### src/rtl/winograd_pkg.sv
// Shared widths, geometry and FSM encoding for the Winograd feature-buffer readers.
package winograd_pkg;

  localparam int DATA_W     = 16;
  localparam int ADDR_W     = 10;
  localparam int DEPTH      = 960;
  localparam int LINE_W     = 240;
  localparam int TILE_N     = 4;
  localparam int TILE_WORDS = 16;

  typedef enum logic [1:0] {
    IDLE,
    ISSUE,
    DRAIN
  } state_t;

  // Circular add; both operands stay below DEPTH, so one conditional subtract is enough.
  function automatic logic [ADDR_W-1:0] wrap_add(input logic [ADDR_W-1:0] a,
                                                 input logic [ADDR_W-1:0] b);
    logic [ADDR_W:0] sum;
    sum = {1'b0, a} + {1'b0, b};
    if (sum >= (ADDR_W+1)'(DEPTH))
      return ADDR_W'(sum - (ADDR_W+1)'(DEPTH));
    else
      return sum[ADDR_W-1:0];
  endfunction

endpackage

### src/rtl/winograd_tile_reader_if.sv
// Command, buffer read port and tile stream of the tile reader bundled as one interface.
interface winograd_tile_reader_if;
  import winograd_pkg::*;

  logic              io_start;
  logic [ADDR_W-1:0] io_base_addr;
  logic              io_busy;
  logic              io_done;
  logic [ADDR_W-1:0] io_rd_addr;
  logic              io_rd_en;
  logic [DATA_W-1:0] io_rd_data;
  logic [DATA_W-1:0] io_out_data;
  logic              io_out_valid;
  logic              io_out_ready;
  logic              io_out_last;

  modport slave (
    input  io_start, io_base_addr, io_rd_data, io_out_ready,
    output io_busy, io_done, io_rd_addr, io_rd_en, io_out_data, io_out_valid, io_out_last
  );

  modport master (
    output io_start, io_base_addr, io_rd_data, io_out_ready,
    input  io_busy, io_done, io_rd_addr, io_rd_en, io_out_data, io_out_valid, io_out_last
  );

endinterface

### src/rtl/winograd_tile_reader_fifo2.sv
// Two-entry valid/ready FIFO with occupancy, shared by the feature-buffer readers.
module tile_out_fifo2 #(
  parameter int W = 16
) (
  input  logic         clock,
  input  logic         reset,
  input  logic         push,
  input  logic [W-1:0] push_data,
  input  logic         pop,
  output logic [W-1:0] out_data,
  output logic         out_valid,
  output logic [1:0]   occ
);

  logic [W-1:0] mem [2];
  logic         wr_ptr;
  logic         rd_ptr;
  logic         do_push;
  logic         do_pop;

  // A push while full is only taken if the head leaves in the same cycle.
  assign do_push   = push && ((occ != 2'd2) || do_pop);
  assign do_pop    = pop && out_valid;
  assign out_valid = (occ != 2'd0);
  assign out_data  = mem[rd_ptr];

  always_ff @(posedge clock or negedge reset) begin
    if (!reset) begin
      mem[0] <= '0;
      mem[1] <= '0;
      wr_ptr <= 1'b0;
      rd_ptr <= 1'b0;
      occ    <= 2'd0;
    end else begin
      if (do_push) begin
        mem[wr_ptr] <= push_data;
        wr_ptr      <= ~wr_ptr;
      end
      if (do_pop)
        rd_ptr <= ~rd_ptr;
      occ <= occ + {1'b0, do_push} - {1'b0, do_pop};
    end
  end

endmodule

### src/rtl/winograd_tile_reader.sv
// Fetches one 4x4 tile from the circular feature buffer and streams it row-major
// to the Winograd input transform at one word per cycle under backpressure.
module winograd_tile_reader
  import winograd_pkg::*;
(
  input  logic                   clock,
  input  logic                   reset,
  winograd_tile_reader_if.slave  io
);

  state_t            state, state_next;
  logic [ADDR_W-1:0] row_base;
  logic [3:0]        r;
  logic [3:0]        k;
  logic              inflight;
  logic              done_q;
  logic              issue;
  logic              pop;
  logic              last_pop;
  logic [1:0]        occ;
  logic              out_valid;
  logic [2:0]        pending;
  logic [2:0]        limit;

  assign pop      = out_valid && io.io_out_ready;
  assign last_pop = pop && (k == 4'(TILE_WORDS-1));

  // Reads already owed to the FIFO, minus the word leaving now, must leave a free slot.
  assign pending = {1'b0, occ} + {2'b0, inflight};
  assign limit   = 3'd2 + {2'b0, pop};

  tile_out_fifo2 #(.W(DATA_W)) u_fifo (
    .clock     (clock),
    .reset     (reset),
    .push      (inflight),
    .push_data (io.io_rd_data),
    .pop       (pop),
    .out_data  (io.io_out_data),
    .out_valid (out_valid),
    .occ       (occ)
  );

  assign io.io_out_valid = out_valid;
  assign io.io_out_last  = out_valid && (k == 4'(TILE_WORDS-1));
  assign io.io_rd_en     = issue;
  assign io.io_rd_addr   = wrap_add(row_base, ADDR_W'(r[1:0]));
  assign io.io_busy      = (state != IDLE);
  assign io.io_done      = done_q;

  always_ff @(posedge clock or negedge reset) begin
    if (!reset)
      state <= IDLE;
    else
      state <= state_next;
  end

  always_comb begin
    state_next = state;
    issue      = 1'b0;
    case (state)
      IDLE: begin
        if (io.io_start)
          state_next = ISSUE;
      end
      ISSUE: begin
        issue = (pending < limit);
        if (issue && (r == 4'(TILE_WORDS-1)))
          state_next = DRAIN;
      end
      DRAIN: begin
        if (last_pop)
          state_next = IDLE;
      end
      default: state_next = IDLE;
    endcase
  end

  // Row base advances by one buffered line after the last column of each tile row.
  always_ff @(posedge clock or negedge reset) begin
    if (!reset) begin
      row_base <= '0;
      r        <= '0;
      k        <= '0;
      inflight <= 1'b0;
      done_q   <= 1'b0;
    end else begin
      inflight <= issue;
      done_q   <= (state == DRAIN) && last_pop;
      if (pop)
        k <= k + 4'd1;
      if (issue) begin
        r <= r + 4'd1;
        if (r[1:0] == 2'(TILE_N-1))
          row_base <= wrap_add(row_base, ADDR_W'(LINE_W));
      end
      if ((state == IDLE) && io.io_start) begin
        row_base <= io.io_base_addr;
        r        <= '0;
        k        <= '0;
      end
    end
  end

endmodule

### src/flat_wrapper.sv
// flat-port wrapper written by rule: the top's interface ports become plain ports
module winograd_tile_reader_flat import winograd_pkg::*;
  (clock, reset, io_io_start, io_io_base_addr, io_io_rd_data, io_io_out_ready, io_io_busy, io_io_done, io_io_rd_addr, io_io_rd_en, io_io_out_data, io_io_out_valid, io_io_out_last);
  winograd_tile_reader_if io_i ();
  input  logic clock;
  input  logic reset;
  input wire logic [$bits(io_i.io_start)-1:0] io_io_start;
  input wire logic [$bits(io_i.io_base_addr)-1:0] io_io_base_addr;
  input wire logic [$bits(io_i.io_rd_data)-1:0] io_io_rd_data;
  input wire logic [$bits(io_i.io_out_ready)-1:0] io_io_out_ready;
  output wire logic [$bits(io_i.io_busy)-1:0] io_io_busy;
  output wire logic [$bits(io_i.io_done)-1:0] io_io_done;
  output wire logic [$bits(io_i.io_rd_addr)-1:0] io_io_rd_addr;
  output wire logic [$bits(io_i.io_rd_en)-1:0] io_io_rd_en;
  output wire logic [$bits(io_i.io_out_data)-1:0] io_io_out_data;
  output wire logic [$bits(io_i.io_out_valid)-1:0] io_io_out_valid;
  output wire logic [$bits(io_i.io_out_last)-1:0] io_io_out_last;
  assign io_i.io_start = io_io_start;
  assign io_i.io_base_addr = io_io_base_addr;
  assign io_i.io_rd_data = io_io_rd_data;
  assign io_i.io_out_ready = io_io_out_ready;
  assign io_io_busy = io_i.io_busy;
  assign io_io_done = io_i.io_done;
  assign io_io_rd_addr = io_i.io_rd_addr;
  assign io_io_rd_en = io_i.io_rd_en;
  assign io_io_out_data = io_i.io_out_data;
  assign io_io_out_valid = io_i.io_out_valid;
  assign io_io_out_last = io_i.io_out_last;
  winograd_tile_reader u_core (.clock(clock), .reset(reset), .io(io_i));
endmodule
### config.mk
export PLATFORM = sky130hd
export DESIGN_NAME = winograd_tile_reader_flat
export DESIGN_NICKNAME = d
export VERILOG_FILES = /design/src/rtl/winograd_pkg.sv /design/src/rtl/winograd_tile_reader_if.sv /design/src/rtl/winograd_tile_reader_fifo2.sv /design/src/rtl/winograd_tile_reader.sv /design/src/flat_wrapper.sv
export SDC_FILE = /design/constraint.sdc
export NUM_CORES = 1
export LEC_CHECK = 0
export CAP_MARGIN = 20
export CORE_UTILIZATION = 51
export CTS_BUF_LIST = sky130_fd_sc_hd__clkbuf_4 sky130_fd_sc_hd__clkbuf_8
export DETAILED_ROUTE_END_ITERATION = 8
export PLACE_DENSITY = 0.87
export SYNTH_ARGS = -nofsm -noshare
export SYNTH_HDL_FRONTEND = slang
export SYNTH_SLANG_ARGS = --single-unit
### constraint.sdc
create_clock -name clock -period 2.36 [get_ports clock]
set_input_delay 0.236 -clock clock [delete_from_list [all_inputs] [get_ports clock]]
set_output_delay 0.236 -clock clock [all_outputs]
set_load 0.05 [all_outputs]
# ---- After elaboration in Yosys (flattened, before gate mapping)
# Cells that the tools add are included.
# Widths: inputs -> output; s select.
dict set report totals {
  latchBits 0
  mem_count 0
  wordCells 78
  romBits 0
  inputBits 30
  output_inout_bits 31
  ramBits 0
  ff_bits 58
}
dict set report classes {
  eq_ne 9
  n_shift 0
  magnitude_cmp 6
  muxes 20
  reduce_logical 18
  n_addsub 10
  div 0
  mul 0
  bitwise 4
}
# op count
set op_table {}
lappend op_table {{$mux 16} 4}
lappend op_table {{$mux 10} 5}
lappend op_table {{$bwmux 32} 1}
lappend op_table {{$ge 11x10->1 const B} 2}
lappend op_table {{$sub 10x10->10 const B} 2}
lappend op_table {{$demux 16 s1} 1}
lappend op_table {{$mux 4} 4}
lappend op_table {{$add 10x2->11} 1}
lappend op_table {{$add 10x8->11 const B} 1}
lappend op_table {{$reduce_bool 2->1} 5}
lappend op_table {{$logic_and 1x1->1} 9}
lappend op_table {{$add 4x1->4 const B} 2}
lappend op_table {{$eq 4x4->1 const B} 2}
lappend op_table {{$mux 2} 3}
lappend op_table {{$pmux 2 s3} 1}
lappend op_table {{$eq 2x2->1 const B} 2}
lappend op_table {{$ge 2x2->1 const B} 2}
lappend op_table {{$ne 2x1->1 const B} 2}
lappend op_table {{$ne 2x2->1 const B} 2}
lappend op_table {{$not 1->2} 2}
lappend op_table {{$add 2x1->3} 1}
lappend op_table {{$add 2x1->3 const A} 1}
lappend op_table {{$lt 3x3->1} 1}
lappend op_table {{$reduce_and 3->1} 1}
lappend op_table {{other kinds (9)} 10}

# ---- Depth between registers and ports, before layout
dict set report logic_depth {
  ltp_word 7
  mapped_depth 9
  mapped_depth_nobuf 9
}

# ---- Modules after synthesis
# A second synthesis with hierarchy kept.
dict set report unflattened {
  hier_cells 313
  hier_area_um2 3398.3
}
# mod area_each_um2 n_inst cells_each
set modules_own_cells {}
lappend modules_own_cells {winograd_tile_reader 1705.4 1 211}
lappend modules_own_cells {tile_out_fifo2 1692.9 1 102}

# ---- Worst setup path after synthesis
# Ideal clock, no wire load.
dict set report synth_path {
  kind {reg2reg}
  startpoint {reg u_core.u_fifo.occ[0]}
  endpoint {reg u_core.r[3]}
  synth_period_minus_slack_ns 2.926
  required_ns 2.242
  n_path_buf 0
  stages_incl_launch_ff 8
  arrival_time_ns 2.808
  setup_slack_ns -0.566
  cell_sequence {dfrtp_1 > ha_1 > ha_1 > o21a_1 > nor3_1 > nand4_1 > xor2_1 > nor2_1}
}
dict set report synth_between {
  elab_chain_cells 6
}
# element line
set synth_lines {}
lappend synth_lines {{from (decl)} winograd_tile_reader_fifo2.sv:12} ;# output logic [1:0] occ
lappend synth_lines {{from (signal assigned)} winograd_tile_reader_fifo2.sv:41} ;# occ <= occ + {1'b0, do_push} - {1'b0, do_pop};
lappend synth_lines {{$reduce_bool 2->1} winograd_tile_reader_fifo2.sv:24} ;# assign out_valid = (occ != 2'd0);
lappend synth_lines {{$logic_and 1x1->1} winograd_tile_reader.sv:25} ;# assign pop = out_valid && io.io_out_ready;
lappend synth_lines {{$add 2x1->3} winograd_tile_reader.sv:30} ;# assign limit = 3'd2 + {2'b0, pop};
lappend synth_lines {{$lt 3x3->1 *} winograd_tile_reader.sv:66} ;# issue = (pending < limit);
lappend synth_lines {{$mux 1 *} winograd_tile_reader.sv:60} ;# case (state)
lappend synth_lines {{named net io_io_rd_en} flat_wrapper.sv:14} ;# output wire logic [$bits(io_i.io_rd_en)-1:0] io_io_rd_en;
lappend synth_lines {{$reduce_bool 2->1 (no line) *} -}
lappend synth_lines {{to (signal assigned)} winograd_tile_reader.sv:92} ;# r <= r + 4'd1;
lappend synth_lines {{to (decl)} winograd_tile_reader.sv:13} ;# logic [3:0] r;
# Mark *: on every way through the listed nets, which the timed path passes. The rest lies on a longest branch.
# A chain may end at the register's enable or synchronous reset.

# ---- Final worst setup path
dict set report layout_path {
  startpoint {reg u_core.r[0]}
  endpoint {out io_io_rd_addr[8]}
}
dict set report layout_between {
  elab_chain_cells 3
}
# element line
set layout_lines {}
lappend layout_lines {{$add 10x2->11 *} winograd_pkg.sv:21} ;# sum = {1'b0, a} + {1'b0, b};
lappend layout_lines {{$sub 10x10->10 or $ge 11x10->1 (tied branches)} {winograd_pkg.sv:23, winograd_pkg.sv:22}}
lappend layout_lines {{$mux 10 *} winograd_pkg.sv:22} ;# if (sum >= (ADDR_W+1)'(DEPTH))
lappend layout_lines {{to (decl)} flat_wrapper.sv:13} ;# output wire logic [$bits(io_i.io_rd_addr)-1:0] io_io_rd_addr;
# Mark *: on every way between the ends. The rest lies on a longest branch, timed or not.

==> impl_metrics.tcl <==
set metrics [dict create \
    outcome "complete, but fails checks" \
    violations_in_the_final_reports "setup timing" \
    cts_tree "done" \
    drt-vias-per-instance 5.67 \
    buffer_ports.inserted 60 \
    synth.top_cells.by_area "sky130_fd_sc_hd__dfrtp_1 46%, sky130_fd_sc_hd__mux2_2 17%, sky130_fd_sc_hd__ha_1 4.7%" \
    timing.critical_path.max_delay_family "adder cells" \
    final_cell_area_um2 4470 \
    cts.sinks 58 \
    timing.hold.ws_ns 0.428 \
    fin_tns_setup_ns -0.664 \
    antenna_found_initial 0 \
    cts-root-to-sink-buffers 2 \
    globalRouteOverflowTotal 0 \
    syn_area_per_cell_um2 10.7 \
    min_path_cells 3 \
    antenna_cells 0 \
    met3_length_um 429 \
    timing.critical_path.to_type "output pin" \
    postSynth.asyncResetShare_pct 100 \
    initial_core_util_pct 53.4 \
    yosysWarnings 0 \
    syn-num-nets 340 \
    clk_latency_ns 0.34 \
    yosys.cell_types.count 47 \
    tritoncts.num_buffers 9 \
    top_layer_used "met4" \
    timing.critical_path.slowest_cell_delay_ns 0.37 \
    grt.total_usage_pct 26.2 \
    grt_pass1_wl_mm 12.8 \
    synthMostInstantiatedCell "sky130_fd_sc_hd__dfrtp_1" \
    finalNetCount 428 \
    detailroute.wirelength.met2_mm 4.01 \
    synth_sequential_area_ratio_pct 45.6 \
    crit_slowest_cell "sky130_fd_sc_hd__fa_2" \
    synthesis.instances 297 \
    min_period_ns 2.59 \
    detailed_place_hpwl_mm 5.26 \
    worstHoldPathType "in -> reg" \
    dr.first_iter.drc_count 163 \
    rr_worst_depth 9 \
    num_vias 2636 \
    finalCritPeriodShare_pct 110 \
    die-area_um2 6560 \
    synth.cells.most_frequent "58 x sky130_fd_sc_hd__dfrtp_1, 49 x sky130_fd_sc_hd__mux2_2, 29 x sky130_fd_sc_hd__nand2_1, 16 x sky130_fd_sc_hd__nor2_1, 16 x sky130_fd_sc_hd__o21ai_0" \
    post_drt_wl_per_cell_um 16.5 \
    fraction_of_layout_instances_using_a_drive_strength_above_1_pct 33.1 \
    worstSetupPathDepth 9 \
    cp.required_ns 2.12 \
    wl_met1_mm 3.07 \
    synth-seq-cells 58 \
    std_cell_rows 28 \
    finalWeightedCongestion 0.853 \
    maxSlewHeadroom_pct 57.5 \
    worst_setup_margin_ns -0.235 \
    grt_setup_unrepaired "yes" \
    layout_stage_area_growth_over_the_synthesis_result_pct 40.3 \
    clk_root_buffer_cell "sky130_fd_sc_hd__clkbuf_8" \
    yosys_most_used_dff "sky130_fd_sc_hd__dfrtp_1" \
    timing.max_cap.violations 0 \
    path_cells "ha_2 -> inv_2 -> fa_2 -> nor3b_4 -> nand2_2 -> a21boi_1 -> o21ai_1 -> o21ai_2 -> buf_12" \
    timing.final.hold_violations 0 \
    final.setup_skew_ns 0.00656 \
    final-setup-viol-count 4 \
    critPathArrivalTime_ns 2.36 \
    synth.cell_area_um2 3180 \
    ioPinCount 61 \
    timing_max_transition_violations_final 0 \
    path_class "reg -> out" \
    synth_enable_flop_cells 0 \
    critPathLaunchType "register" \
    netlist.top_cell.by_area "sky130_fd_sc_hd__dfrtp_1" \
    fp.dieW_um 81.0 \
    first_pass_iters 4 \
    die_h_um 81.0 \
    vias_in_the_first_global_route 2768 \
    placedInstanceArea_um2 4120 \
    worstMarginPinSlew_ns 0.638 \
    core_um2 5960 \
    grt_start_max_net_pins 32 \
    ant_nets 0 \
    route.detailed.drc 0 \
    cts.htree.levels 3 \
    critical_path_peak_fanout 4 \
    clkSlewWorstSetupHoldPaths_ns 0.07 \
    fmax_mhz 385 \
    synthDominantCellAreaShare_pct 45.6 \
    critPathBufInv 2 \
    routed_wl_mm 7.67 \
]
[state kept, by name, indices dropped and copies added (netlist names), 2 cells and up]
register and cells:
u_core.state 2, u_core.u_fifo.occ 2, u_core.k 4, u_core.r 4
u_core.u_fifo.mem 32, u_core.row_base 10
[per-stage QoR]
step           instances  worst slack, ns  util (%)
3_3_place_gp         443           0.0623      69.2
4_1_cts              465           -0.148      74.4
5_1_grt              465           -0.359      75.0
3_5_place_dp         443          -0.0108      69.2
6_report             465           -0.235      75.0
2_1_floorplan        297           0.0245         -
[cell families (layout without fill, tap and decap cells)]
| kind of cell | count (synthesis) | after routing | synth area share (%) |
|---|---|---|---|
| AND/OR/NAND/NOR | 79 | 79 | 12.1 |
| flip-flops | 58 | 58 | 45.6 |
| multiplexers | 51 | 51 | 18.0 |
| AO/OA/AOI/OAI | 47 | 47 | 9.40 |
| buffers and inverters | 27 | 120 | 3.54 |
| XOR/XNOR | 22 | 22 | 6.06 |
| adder cells (fa/ha/maj) | 13 | 13 | 5.35 |
[worst paths after layout]
check	from	end	slack (ns)
worst min register to register	u_core.u_fifo.wr_ptr$_DFFE_PN0P_	u_core.u_fifo.wr_ptr$_DFFE_PN0P_	0.50
min in group asynchronous	reset	u_core.u_fifo.mem[3]$_DFFE_PN0P_	0.45
worst max-delay path	u_core.r[0]$_DFFE_PN0P_	io_io_rd_addr[8]	-0.23
worst max register to register	u_core.row_base[4]$_DFFE_PN0P_	u_core.row_base[7]$_DFFE_PN0P_	0.06
worst min-delay path	io_io_base_addr[2]	u_core.row_base[2]$_DFFE_PN0P_	0.43
max in group asynchronous	reset	u_core.row_base[8]$_DFFE_PN0P_	1.31
[routing by layer]
| metal | up-vias | GRT usage [%] |
|---|---|---|
| met5 | - | 0 |
| met4 | 0 | 12.0 |
| met3 | 19 | 7.19 |
| met2 | 86 | 44.6 |
| met1 | 1311 | 30.5 |
| li1 | 1220 | - |
[cell type report]
class | instances | area (um^2)
sequential | 58 | 1450
clock inverter | 6 | 90.1
tap | 75 | 93.8
clock buffer | 10 | 138
inverter | 13 | 48.8
timing repair buffer | 91 | 922
multi-input combinational | 212 | 1720
fill | 369 | 1490
[repair_timing]
action / CTS / global route
setup buffers: 5 / 0
hold buffers: 1 / 0
endpoints found under the hold margin: 27 / 0
gates resized for setup: 11 / 8
gates cloned: 0 / 0
pin swaps: 4 / 2
setup endpoints to repair: 4 / 9
[worst reg2reg max path, delay by kind of cell (launching register included)]
family	cells	cell delay, ns
AOI/OAI and AO/OA	3	0.60
xor gates and xnor gates	1	0.08
adders and majority gates	2	0.50
buffers and inverters	1	0.20
DFF	1	0.42
muxes	1	0.24
and+or+nand+nor	1	0.11
[cell usage in the layout (no fill, tap or decap), types with 3 or more instances in the layout]
cell type / n
sky130_fd_sc_hd__clkbuf_8: 10
sky130_fd_sc_hd__nand2b_1: 5
sky130_fd_sc_hd__nand2_1: 27
sky130_fd_sc_hd__buf_4: 30
sky130_fd_sc_hd__clkdlybuf4s50_1: 49
sky130_fd_sc_hd__o22ai_1: 4
sky130_fd_sc_hd__inv_1: 12
sky130_fd_sc_hd__nor2b_1: 4
sky130_fd_sc_hd__xor2_1: 7
sky130_fd_sc_hd__nand3_1: 6
sky130_fd_sc_hd__o21ai_2: 3
sky130_fd_sc_hd__dfrtp_1: 58
sky130_fd_sc_hd__nor2_1: 15
sky130_fd_sc_hd__nand4_1: 3
sky130_fd_sc_hd__mux2_2: 49
sky130_fd_sc_hd__xnor2_1: 12
sky130_fd_sc_hd__a21oi_1: 8
sky130_fd_sc_hd__nor3_1: 3
sky130_fd_sc_hd__buf_12: 9
sky130_fd_sc_hd__o21ai_0: 12
sky130_fd_sc_hd__ha_1: 10
Power is not shown: default switching activity piles up to over one toggle a cycle in this logic, so the estimate is an artifact.
